--- config.mk ---
export PLATFORM = sky130hd
export DESIGN_NAME = quarter_wave_sequencer
export DESIGN_NICKNAME = d
export VERILOG_FILES = /design/src/rtl/quarter_wave_sequencer.sv
export SDC_FILE = /design/constraint.sdc
export NUM_CORES = 1
export LEC_CHECK = 0
export CORE_UTILIZATION = 45
export CTS_CLUSTER_DIAMETER = 60
export CTS_CLUSTER_SIZE = 30
export DETAILED_ROUTE_END_ITERATION = 6
export GPL_ROUTABILITY_DRIVEN = 0
export PLACE_DENSITY = 0.75
export SYNTH_ARGS = -nofsm -noshare
export SYNTH_HDL_FRONTEND = slang
export SYNTH_SLANG_ARGS = --single-unit
--- constraint.sdc ---
create_clock -name src_clk -period 4 [get_ports src_clk]
set_input_delay 1 -clock src_clk [delete_from_list [all_inputs] [get_ports src_clk]]
set_output_delay 1 -clock src_clk [all_outputs]
set_load 0.01 [all_outputs]
--- src/rtl/quarter_wave_sequencer.sv ---
// Quarter-wave ROM address sequencer for the DDS sine path: walks the ROM at a
// programmable step, pulses trigger at each quadrant boundary, and signs the ROM magnitude.
module quarter_wave_sequencer #(
    parameter int ADDR_W = 7,
    parameter int DATA_W = 8
) (
    input  logic              src_clk,
    input  logic              rst,
    input  logic              enable,
    input  logic [ADDR_W-1:0] step,
    input  logic              resync,
    input  logic              memdir,
    input  logic [ADDR_W-1:0] addr_rd,
    input  logic              data_pol,
    output logic              trigger,
    output logic [ADDR_W-1:0] rom_addr,
    input  logic [DATA_W-1:0] rom_data,
    output logic [DATA_W:0]   sample,
    output logic              sample_valid
);

    typedef enum logic [1:0] {
        IDLE,
        LOAD,
        RUN,
        TURN
    } state_t;

    localparam logic [ADDR_W:0] ADDR_MAX = {1'b0, {ADDR_W{1'b1}}};

    state_t            state;
    state_t            state_next;
    logic              turn_cnt;
    logic              turn_cnt_next;
    logic [ADDR_W-1:0] addr_next;
    logic              dir;
    logic              dir_next;
    logic              pol;
    logic              pol_next;
    logic              trigger_next;
    logic              issue;
    logic [ADDR_W:0]   fwd_sum;
    logic              boundary;

    logic              p1_valid;
    logic              p1_pol;
    logic [DATA_W:0]   sample_mag;
    logic [DATA_W:0]   sample_next;

    // The forward sum keeps one extra bit so the overflow past MAX is visible.
    always_comb begin
        fwd_sum  = {1'b0, rom_addr} + {1'b0, step};
        boundary = dir ? (step > rom_addr) : (fwd_sum > ADDR_MAX);
    end

    always_comb begin
        state_next    = state;
        turn_cnt_next = turn_cnt;
        addr_next     = rom_addr;
        dir_next      = dir;
        pol_next      = pol;
        trigger_next  = 1'b0;
        issue         = 1'b0;

        case (state)
            IDLE: begin
                if (enable) begin
                    state_next = LOAD;
                end
            end

            LOAD: begin
                if (resync) begin
                    state_next    = TURN;
                    turn_cnt_next = 1'b0;
                end else begin
                    addr_next  = addr_rd;
                    dir_next   = memdir;
                    pol_next   = data_pol;
                    state_next = RUN;
                end
            end

            // resync discards the current address and pre-empts any boundary trigger.
            RUN: begin
                if (resync) begin
                    state_next    = TURN;
                    turn_cnt_next = 1'b0;
                end else if (enable) begin
                    issue = 1'b1;
                    if (boundary) begin
                        trigger_next  = 1'b1;
                        state_next    = TURN;
                        turn_cnt_next = 1'b0;
                    end else if (dir) begin
                        addr_next = rom_addr - step;
                    end else begin
                        addr_next = fwd_sum[ADDR_W-1:0];
                    end
                end
            end

            TURN: begin
                if (resync) begin
                    turn_cnt_next = 1'b0;
                end else if (turn_cnt) begin
                    state_next = LOAD;
                end else begin
                    turn_cnt_next = 1'b1;
                end
            end

            default: begin
                state_next = IDLE;
            end
        endcase
    end

    always_ff @(posedge src_clk) begin
        if (rst) begin
            state    <= IDLE;
            turn_cnt <= 1'b0;
            rom_addr <= '0;
            dir      <= 1'b0;
            pol      <= 1'b0;
            trigger  <= 1'b0;
        end else begin
            state    <= state_next;
            turn_cnt <= turn_cnt_next;
            rom_addr <= addr_next;
            dir      <= dir_next;
            pol      <= pol_next;
            trigger  <= trigger_next;
        end
    end

    // Two's-complement negation of {0,mag} maps a zero magnitude to plain zero.
    always_comb begin
        sample_mag  = {1'b0, rom_data};
        sample_next = p1_pol ? -sample_mag : sample_mag;
    end

    always_ff @(posedge src_clk) begin
        if (rst) begin
            p1_valid     <= 1'b0;
            p1_pol       <= 1'b0;
            sample       <= '0;
            sample_valid <= 1'b0;
        end else begin
            p1_valid     <= issue;
            p1_pol       <= pol;
            sample_valid <= p1_valid;
            if (p1_valid) begin
                sample <= sample_next;
            end
        end
    end

endmodule

==> impl_metrics.py <==
metrics = {
    "timing": {
        "slew_violations": 0,
        "fin_worst_skew_ns": 0.00127,
        "hold_ws_ns": 0.469,
        "setup-violations-final": 0,
        "fin_crit_sh_pct": 82.7,
        "fmax_mhz": 302,
        "finalHoldViolations": 0,
        "rsz0062_at_grt": "false",
        "slew_headroom_pct": 36.1,
        "tightest_slew_ns": 0.955,
        "period_minus_slack_ns": 3.31,
        "setup_tns_ns": 0,
    },
    "global_routing": {
        "grt_pass1_wl_mm": 6.69,
        "first_global_vias": 1547,
        "grt_max_degree": 26,
        "antenna_found_initial": 0,
        "grt_overflow_total": 0,
        "track_usage_pct": 18.9,
    },
    "route": {
        "met1_length_mm": 1.89,
        "met2_length_mm": 2.05,
        "maxUsedRoutingLayer": "met4",
        "antenna_left": 0,
        "via_per_inst": 5.27,
        "drc": 0,
        "drt-pass1-iter-count": 4,
        "dr_total_vias": 1623,
        "wl_per_cell_um": 13.2,
        "wl_met3_um": 102,
        "wl_mm": 4.06,
        "drt_iter0_drc": 77,
    },
    "clocking": {
        "cts_tree": "built",
        "post_cts_buffers": 0,
        "clockBufferDepth": 2,
        "cts.sinks": 25,
        "cts_hold_buf": 0,
        "cts_resized": 0,
        "cts.reportedPaths.clkPinSlew_ns": 0.08,
        "clkLatencyLatePin_ns": 0.26,
        "cts_root_buf": "clkbuf_8",
        "h-tree-depth": 1,
        "cts_buffers": 3,
    },
    "flow_run": {
        "cap_violations": 0,
    },
    "worst_setup_path": {
        "cp_slowest_stage_delay_ns": 0.48,
        "critical_path_class": "in2reg",
        "cp_num_buf_inv": 4,
        "cp_top_family": "compound AO/OA/AOI/OAI gates",
        "startpoint_type": "primary input",
        "path_common_cell": "a2111oi_4",
        "ff2ff_path_depth": 8,
        "crit_fanout": 10,
        "crit_required_ns": 4.16,
        "worstPathCellList": "clkdlybuf4s50_1, inv_1, ha_1, inv_4, a2111oi_4, a211oi_2, a2111oi_4, buf_4, nor2_1, a311oi_2",
        "crit_cells": 10,
        "cp_slowest_cell": "clkdlybuf4s50_1",
        "critPathArrivalTime_ns": 3.47,
        "crit_path_end_kind": "flip-flop",
    },
    "floorplan": {
        "ios": 46,
        "coreArea_um2": 4030,
        "die_w_um": 67.2,
        "dieArea_um2": 4520,
        "initial_core_util_pct": 47.5,
        "std_cell_rows": 23,
        "die_h_um": 67.2,
    },
    "power_and_ir_drop": {
        "p_sw_uw": 424,
        "p_int_uw": 639,
        "power_density_nw_per_um2": 439,
        "p_comb_share_pct": 54.5,
        "peakVddDrop_mv": 0.256,
        "seq_power_share_pct": 31.9,
        "swShare_pct": 39.9,
        "p_leak_uw": 0.000910,
        "power_frac_clock_pct": 13.6,
    },
    "layout": {
        "layout.nets": 309,
        "layout_commonest_cell": "clkdlybuf4s50_1",
        "final_cell_mix": "45 x clkdlybuf4s50_1, 25 x dfxtp_1, 24 x nor2_1",
        "diodes": 0,
        "drive_gt1_share_pct": 8.53,
        "synthToLayoutAreaGrowth_pct": 26.4,
        "fill_cells": 369,
    },
    "synthesis": {
        "synth_edf_count": 0,
        "netlist_instances": 219,
        "synthFlopType": "dfxtp_1",
        "ys_seq_area_share_pct": 26.1,
        "synth_cell_types": 44,
        "async_flop_share_pct": 0,
        "netlist_area_um2": 1910,
        "syn_area_per_cell_um2": 8.74,
        "ys_ff_latch": 25,
        "ys_warn_count": 0,
        "syn_nets": 269,
    },
    "placed_design": {
        "hpwl_mm": 3.21,
        "port_buffers": 45,
    },
    "hold_path": {
        "hold_class": "reg2reg",
        "hold_depth": 2,
    },
    "outcome": {
        "status": "completed",
    },
}
[worst paths after layout]
check | slack [ns] | startpoint | to
worst max-delay path | 0.69 | step[4] | rom_addr[4]
worst min register to register | 0.47 | turn_cnt | turn_cnt
worst min-delay path | 0.47 | turn_cnt | turn_cnt
worst max register to register | 1.59 | rom_addr[4] | rom_addr[4]
[cells by family (layout without fill, tap and decap cells)]
kind of cell | count (synthesis) | count (layout) | synth area share [%]
AOI/OAI and AO/OA | 53 | 53 | 23.4
xor gates and xnor gates | 9 | 9 | 4.12
adders and majority gates | 22 | 22 | 15.2
buffers and inverters | 30 | 69 | 6.99
DFF | 25 | 25 | 26.1
muxes | 11 | 11 | 5.75
and+or+nand+nor | 69 | 69 | 18.4
[worst min-delay path, stage by stage (launching register included)]
cell and delay (ns):
dfxtp_1 0.32, nand2_1 0.05, mux2i_1 0.05
[synthesized netlist by cell type, types with 2 or more instances]
master     count  area [um2]
nor2_2         4        25.0
o21ai_0        3        15.0
nor2b_1        6        37.5
nand2b_1       7        43.8
mux2i_1       11         110
dfxtp_1       25         500
nor3_1         4        20.0
fa_1           2        40.0
and3_1         3        18.8
xnor2_1        5        43.8
a311oi_1       2        17.5
a211oi_2       7        87.6
clkbuf_1       8        30.0
nor2_1        24        90.1
o21ai_1        5        25.0
ha_1          20         250
buf_6          2        22.5
nand2_1       11        41.3
a211oi_1       8        60.1
o211ai_1       2        15.0
a21oi_1       12        60.1
inv_1         18        67.6
nand3b_1       4        30.0
xor2_1         4        35.0
a2111oi_4      2        55.1
nand4_1        2        12.5
[routing by layer]
layer | vias up | track usage (%)
met3 | 2 | 1.52
met4 | 0 | 3.19
met2 | 28 | 34.1
li1 | 843 | -
met1 | 750 | 24.5
met5 | - | 0
[registers in the layout, summed over array words and instances (netlist names)]
register	flops
turn_cnt	1
sample	9
p1_valid	1
sample_valid	1
state	2
rom_addr	7
pol	1
dir	1
p1_pol	1
trigger	1
[cell type report]
class	count	area, um2	area share (%)
Multi-Input combinational cell	164	1280	52.9
Inverter	19	73.8	3.05
Sequential cell	25	500	20.7
Tap cell	50	62.6	2.59
Clock buffer	4	45.0	1.86
Timing Repair Buffer	46	458	18.9
[metrics by stage]
stage          power (uW)  instance area (um2)  setup WS [ns]  cells  util [%]
2_1_floorplan         766                 1910           1.21    219         -
3_3_place_gp          911                 2370          0.482    304      58.9
3_5_place_dp          922                 2370          0.400    304      58.9
4_1_cts              1070                 2420          0.692    308      60.1
5_1_grt              1150                 2420          0.532    308      60.1
6_report             1060                 2420          0.691    308      60.1
[power groups by stage]
stage               sequential, uW  combinational [uW]  clock (uW)
floorplan                      338                 428           0
global placement               343                 567           0
detailed placement             345                 577           0
CTS                            340                 580         153
global route                   347                 640         164
finish                         339                 579         145
(Power assumes the default switching activity.)
